[src/rtl/mem_arbiter_pkg.sv]
`default_nettype none
// ============================================================================
// Module      : mem_arbiter_pkg
// Description : Shared memory-op encodings, arbiter state codes and the
//               latched transaction record used by mem_arbiter.
// Revision    : 1.0 - initial release
// ============================================================================
package mem_arbiter_pkg;

  localparam logic [2:0] LNONE = 3'd0;
  localparam logic [2:0] LB    = 3'd1;
  localparam logic [2:0] LH    = 3'd2;
  localparam logic [2:0] LW    = 3'd3;
  localparam logic [2:0] LBU   = 3'd4;
  localparam logic [2:0] LHU   = 3'd5;

  localparam logic [1:0] SNONE = 2'd0;
  localparam logic [1:0] SB    = 2'd1;
  localparam logic [1:0] SH    = 2'd2;
  localparam logic [1:0] SW    = 2'd3;

  localparam logic [0:0] ARB_IDLE = 1'b0;
  localparam logic [0:0] ARB_BUSY = 1'b1;

  typedef struct packed {
    logic [31:0] addr;
    logic [2:0]  read_op;
    logic [1:0]  write_op;
    logic [31:0] wdata;
  } mem_txn_t;

endpackage

`default_nettype wire

[src/rtl/mem_arb_pick.sv]
`default_nettype none
// ============================================================================
// Module      : mem_arb_pick
// Description : Combinational winner select between two requesters.
//               MEM_ARB_ROUND_ROBIN_EN adds the last-grant pointer input.
// Revision    : 1.0 - initial release
// ============================================================================
module mem_arb_pick (
  input  logic req0,
  input  logic req1,
`ifdef MEM_ARB_ROUND_ROBIN_EN
  input  logic last_gnt,
`endif
  output logic winner
);

  always_comb begin
    winner = 1'b0;
    if (req1 && !req0) begin
      winner = 1'b1;
    end else if (req0 && req1) begin
`ifdef MEM_ARB_ROUND_ROBIN_EN
      winner = ~last_gnt;
`else
      winner = 1'b0;
`endif
    end
  end

endmodule

`default_nettype wire

[src/rtl/mem_arbiter.sv]
`default_nettype none
// ============================================================================
// Module      : mem_arbiter
// Description : Serialises whole memory transactions from two masters onto
//               one memory port. MEM_ARB_ROUND_ROBIN_EN enables fair arbitration.
// Revision    : 1.0 - initial release
// ============================================================================
module mem_arbiter
  import mem_arbiter_pkg::*;
(
  input  logic        clk,
  input  logic        reset,
  input  logic        m0_req,
  input  logic [31:0] m0_addr,
  input  logic [2:0]  m0_read_op,
  input  logic [1:0]  m0_write_op,
  input  logic [31:0] m0_wdata,
  input  logic        m1_req,
  input  logic [31:0] m1_addr,
  input  logic [2:0]  m1_read_op,
  input  logic [1:0]  m1_write_op,
  input  logic [31:0] m1_wdata,
  output logic        m0_gnt,
  output logic        m1_gnt,
  output logic        m0_done,
  output logic        m1_done,
  output logic [31:0] m0_rdata,
  output logic [31:0] m1_rdata,
  output logic [31:0] mem_addr,
  output logic [2:0]  mem_read_op,
  output logic [1:0]  mem_write_op,
  output logic [31:0] mem_wdata,
  output logic        mem_init,
  input  logic [31:0] mem_rdata,
  input  logic        mem_ready
);

  logic [0:0] state_q, state_d;
  logic       owner_q, owner_d;
  logic       first_q, first_d;
  mem_txn_t   txn_q,   txn_d;
`ifdef MEM_ARB_ROUND_ROBIN_EN
  logic       last_q,  last_d;
`endif

  mem_txn_t   m0_txn, m1_txn;
  logic       winner;
  logic       is_read, is_write, txn_done;

  assign m0_txn = '{addr: m0_addr, read_op: m0_read_op, write_op: m0_write_op, wdata: m0_wdata};
  assign m1_txn = '{addr: m1_addr, read_op: m1_read_op, write_op: m1_write_op, wdata: m1_wdata};

  // A load takes precedence over a store encoded in the same request.
  assign is_read  = (txn_q.read_op != LNONE);
  assign is_write = !is_read && (txn_q.write_op != SNONE);
  assign txn_done = is_read ? mem_ready : 1'b1;

  mem_arb_pick u_pick (
    .req0     (m0_req),
    .req1     (m1_req),
`ifdef MEM_ARB_ROUND_ROBIN_EN
    .last_gnt (last_q),
`endif
    .winner   (winner)
  );

  always_ff @(posedge clk) begin
    if (reset) begin
      state_q <= ARB_IDLE;
      owner_q <= 1'b0;
      first_q <= 1'b0;
      txn_q   <= '0;
`ifdef MEM_ARB_ROUND_ROBIN_EN
      last_q  <= 1'b1;
`endif
    end else begin
      state_q <= state_d;
      owner_q <= owner_d;
      first_q <= first_d;
      txn_q   <= txn_d;
`ifdef MEM_ARB_ROUND_ROBIN_EN
      last_q  <= last_d;
`endif
    end
  end

  // The request is captured at grant so a mid-transaction req drop is harmless.
  always_comb begin
    state_d = state_q;
    owner_d = owner_q;
    first_d = 1'b0;
    txn_d   = txn_q;
`ifdef MEM_ARB_ROUND_ROBIN_EN
    last_d  = last_q;
`endif
    case (state_q)
      ARB_IDLE: begin
        if (m0_req || m1_req) begin
          state_d = ARB_BUSY;
          owner_d = winner;
          first_d = 1'b1;
          txn_d   = winner ? m1_txn : m0_txn;
`ifdef MEM_ARB_ROUND_ROBIN_EN
          last_d  = winner;
`endif
        end
      end
      default: begin
        if (txn_done) begin
          state_d = ARB_IDLE;
        end
      end
    endcase
  end

  always_comb begin
    m0_gnt       = 1'b0;
    m1_gnt       = 1'b0;
    m0_done      = 1'b0;
    m1_done      = 1'b0;
    m0_rdata     = '0;
    m1_rdata     = '0;
    mem_addr     = '0;
    mem_read_op  = LNONE;
    mem_write_op = SNONE;
    mem_wdata    = '0;
    mem_init     = 1'b0;
    if (state_q == ARB_BUSY) begin
      m0_gnt  = ~owner_q;
      m1_gnt  = owner_q;
      m0_done = txn_done & ~owner_q;
      m1_done = txn_done & owner_q;
      if (owner_q) begin
        m1_rdata = mem_rdata;
      end else begin
        m0_rdata = mem_rdata;
      end
      if (is_read) begin
        mem_addr    = txn_q.addr;
        mem_read_op = txn_q.read_op;
        mem_init    = first_q;
      end else if (is_write) begin
        mem_addr     = txn_q.addr;
        mem_write_op = txn_q.write_op;
        mem_wdata    = txn_q.wdata;
      end
    end
  end

endmodule

`default_nettype wire
[config.mk]
export PLATFORM = sky130hd
export DESIGN_NAME = mem_arbiter
export DESIGN_NICKNAME = d
export VERILOG_FILES = /design/src/rtl/mem_arbiter_pkg.sv /design/src/rtl/mem_arb_pick.sv /design/src/rtl/mem_arbiter.sv
export SDC_FILE = /design/constraint.sdc
export NUM_CORES = 1
export LEC_CHECK = 0
export ABC_AREA = 1
export CAP_MARGIN = 30
export CORE_AREA = 2 2 123 125
export DETAILED_ROUTE_END_ITERATION = 7
export DIE_AREA = 0 0 125 127
export DONT_BUFFER_PORTS = 1
export HOLD_SLACK_MARGIN = 0.1
export SLEW_MARGIN = 15
export SYNTH_ARGS = -nofsm -noshare
export SYNTH_HDL_FRONTEND = slang
export SYNTH_SLANG_ARGS = --single-unit
[constraint.sdc]
create_clock -name clk -period 2 [get_ports clk]
set_clock_uncertainty 0.2 [all_clocks]
set_input_delay 0.4 -clock clk [delete_from_list [all_inputs] [get_ports clk]]
set_output_delay 0.4 -clock clk [all_outputs]
set_load 0.02 [all_outputs]
==> flow_summary.ini <==
[logic_synthesis]
syn_inst = 1082
synth-simple-area-share = 0.505
synth-async-reset-ratio = 0
synth_top_family_by_area = simple AND/OR/NAND/NOR gates
synth.avg_cell_area_um2 = 4.98
synth_adder_area_share = 0
ys_ff_latch = 72
synth_top_cell_by_area = dfxtp_1
netlist_area_um2 = 5390
synth_compound_area_frac = 0.00348
synth_fp_nets = 1257
synth.most_common_cell = nand2_1
ys_types = 14
synth.area.top_cells = dfxtp_1 27%, nand2_1 22%, nor2_1 22%, inv_1 17%, nand3_1 6.6%
yosysSeqAreaShare = 0.268
yosys_warnings = 0
synth-xor-area-share = 0
synthMuxAreaShare = 0
synth_edf_count = 0
ys.flop_type = dfxtp_1
yosysTopAreaCellShare = 0.268
synthTopCellsByCount = 313 x nand2_1, 311 x nor2_1, 243 x inv_1

[setup_path]
worstSetupStartpointType = register
critical_path.max_stage_delay_ns = 0.32
worstPathMaxFanout = 8
cp.arrival_ns = 1.47
r2r.worst_path.cells = 7
r2r_setup_slack_ns = 0.22
timing.rr.end = txn_q[34]
slowest_stage = dfxtp_2
path_class = reg2out
crit_top_cell = inv_2
setup.worst_path.end_class = output port
r2r-start = state_q
crit_required_ns = 1.40
path_cells = inv_2, nand3_2, inv_2, o21ai_4, clkbuf_16, nor2_2, buf_4

[grt]
first_global_vias = 5463
grt_overflow = 0
grt_antenna_before_repair = 0
grt_pass1_wl_um = 28400
grt_max_degree = 73
grt_usage = 0.224

[floorplan]
die_area_um2 = 15900
rows = 44
die_h_um = 127
io_pins = 313
fp.coreArea_um2 = 14400
initial_core_util = 0.374
die_width_um = 125

[timing]
fin_crit_sh = 1.04
setup-tns-final_ns = -1.35
fmax_ghz = 0.482
setup_violations = 54
rsz0062_at_grt = yes
setup_ws_ns = -0.0740
slew_headroom = 0.716
hold_slack_ns = 0.103
finalHoldViolCount = 0
drv_slew = 0
fin_crit_ns = 2.07
worstMarginPinSlew_ns = 0.425

[hold_path]
worstHoldPathCells = 4
hold_path_end = txn_q[58]
hp-start = m0_addr[21]
hold_path_class = in2reg

[detailed_routing]
drtIter0Drc = 347
routedWlPerCell_um = 14.3
viasPerCell = 4.55
final_antenna_net_count = 0
wl_um = 19700
drt_pass1_iterations = 5
drc = 0
num_vias = 6250

[pwr]
pwr-share-clk = 0.310
p_seq_frac = 0.324
combinationalPowerShare = 0.366
switching_share = 0.366
power_density_nw_per_um2 = 663
cellLeakagePower_uw = 0.00455
p_int_uw = 3310
vdd_drop_max_v = 0.000331
power.switching_uw = 1900

[run_status]
failed_checks = negative setup slack
status = finished, violations left

[placement]
io_buffers = 0
dp_hpwl_um = 12200
place_area_um2 = 6400
dp_worst_setup_slack_ns = 0.246
place.gp.congestion = 0.788

[clock_tree]
cts_buffers = 9
cts_root_buffer = clkbuf_16
tritoncts = yes
clk_pin_slew_ns = 0.06
cts_htree_levels = 3
max-clock-path-buffers = 2
clock_latency_ns = 0.34
cts_sinks = 72

[final_layout]
antenna_cells = 0
drive_above_1_share = 0.242
final_cell_area_um2 = 7850
regArea_um2 = 1450
multi_input_area_um2 = 3200
final_util = 0.545
synthToLayoutAreaGrowth_pct = 45.8
fillerInstances = 1481
num-nets-final = 1361

[run]
drv_cap = 0
[worst max path at each step]
stage | startpoint | to | slack [ns] | cells past startpoint
floorplan | state_q | m0_rdata[0] | 0.02 | 6
global placement | state_q | m0_rdata[2] | 0.24 | 6
CTS | txn_q[34] | mem_addr[1] | -0.05 | 9
global route | txn_q[35] | mem_addr[1] | -0.12 | 9
finish | txn_q[35] | mem_wdata[0] | -0.07 | 7
detailed placement | state_q | m1_rdata[27] | 0.25 | 5
[sequential cells by signal (all words and copies together), names as in the netlist]
signal	cells
txn_q	69
first_q	1
owner_q	1
state_q	1
[placed cells by master, fill, tap and decap left out, drive strengths merged, types with 3 or more instances in the layout]
cell type / Yosys / layout
nand2: 313 / 313
nor2: 313 / 313
inv: 245 / 247
buf: 37 / 133
dfxtp: 72 / 72
nand3: 71 / 71
clkbuf: 26 / 17
dlygate4sd3: 0 / 15
clkinv: 0 / 3
[kinds of logic after synthesis]
logic type	count (synthesis)
flops	72
buf+inv	308
compound gates	3
simple gates	699
[area by class of cell]
cell class	count	share of cell area
Clock buffer	9	0.0287
Clock inverter	7	0.00892
Inverter	245	0.120
Multi-Input combinational cell	702	0.407
Sequential cell	72	0.185
Tap cell	184	0.0293
Timing Repair Buffer	156	0.221
[power by group through the flow]
stage | clock network [uW] | registers, uW | logic (uW)
global placement | 0 | 1700 | 1420
detailed placement | 0 | 1710 | 1430
global route | 1730 | 1710 | 2100
CTS | 1660 | 1680 | 1680
finish | 1620 | 1690 | 1910
floorplan | 0 | 1690 | 1040
[per-layer routing]
| metal | share of wire | global-route usage | vias to the layer above | routed length, um |
|---|---|---|---|---|
| li1 | - | - | 3244 | - |
| met1 | 0.42 | 0.268 | 2742 | 8260 |
| met2 | 0.50 | 0.404 | 245 | 9890 |
| met3 | 0.063 | 0.0515 | 19 | 1250 |
| met4 | 0.013 | 0.0601 | 0 | 257 |
| met5 | 0 | 0 | - | 0 |
[stage by stage]
step	instances	power, uW
floorplan	1082	2720
global placement	1324	3120
detailed placement	1324	3140
CTS	1364	5020
global route	1375	5540
finish	1375	5210
[worst max-delay path, delay by kind of cell (launching register included)]
| kind | cells | cell delay [ns] |
|---|---|---|
| simple gates | 2 | 0.18 |
| compound gates | 1 | 0.11 |
| buf+inv | 4 | 0.51 |
| flops | 1 | 0.32 |
[repair_timing]
item,4_1_cts,5_1_grt
setup buffers,5,2
hold endpoints to repair,15,0
setup endpoints to repair,131,136
resized for setup,87,134
pin swaps,1,3
gates cloned,4,10
hold buffers,15,0
Power figures use the tool's default switching activity.
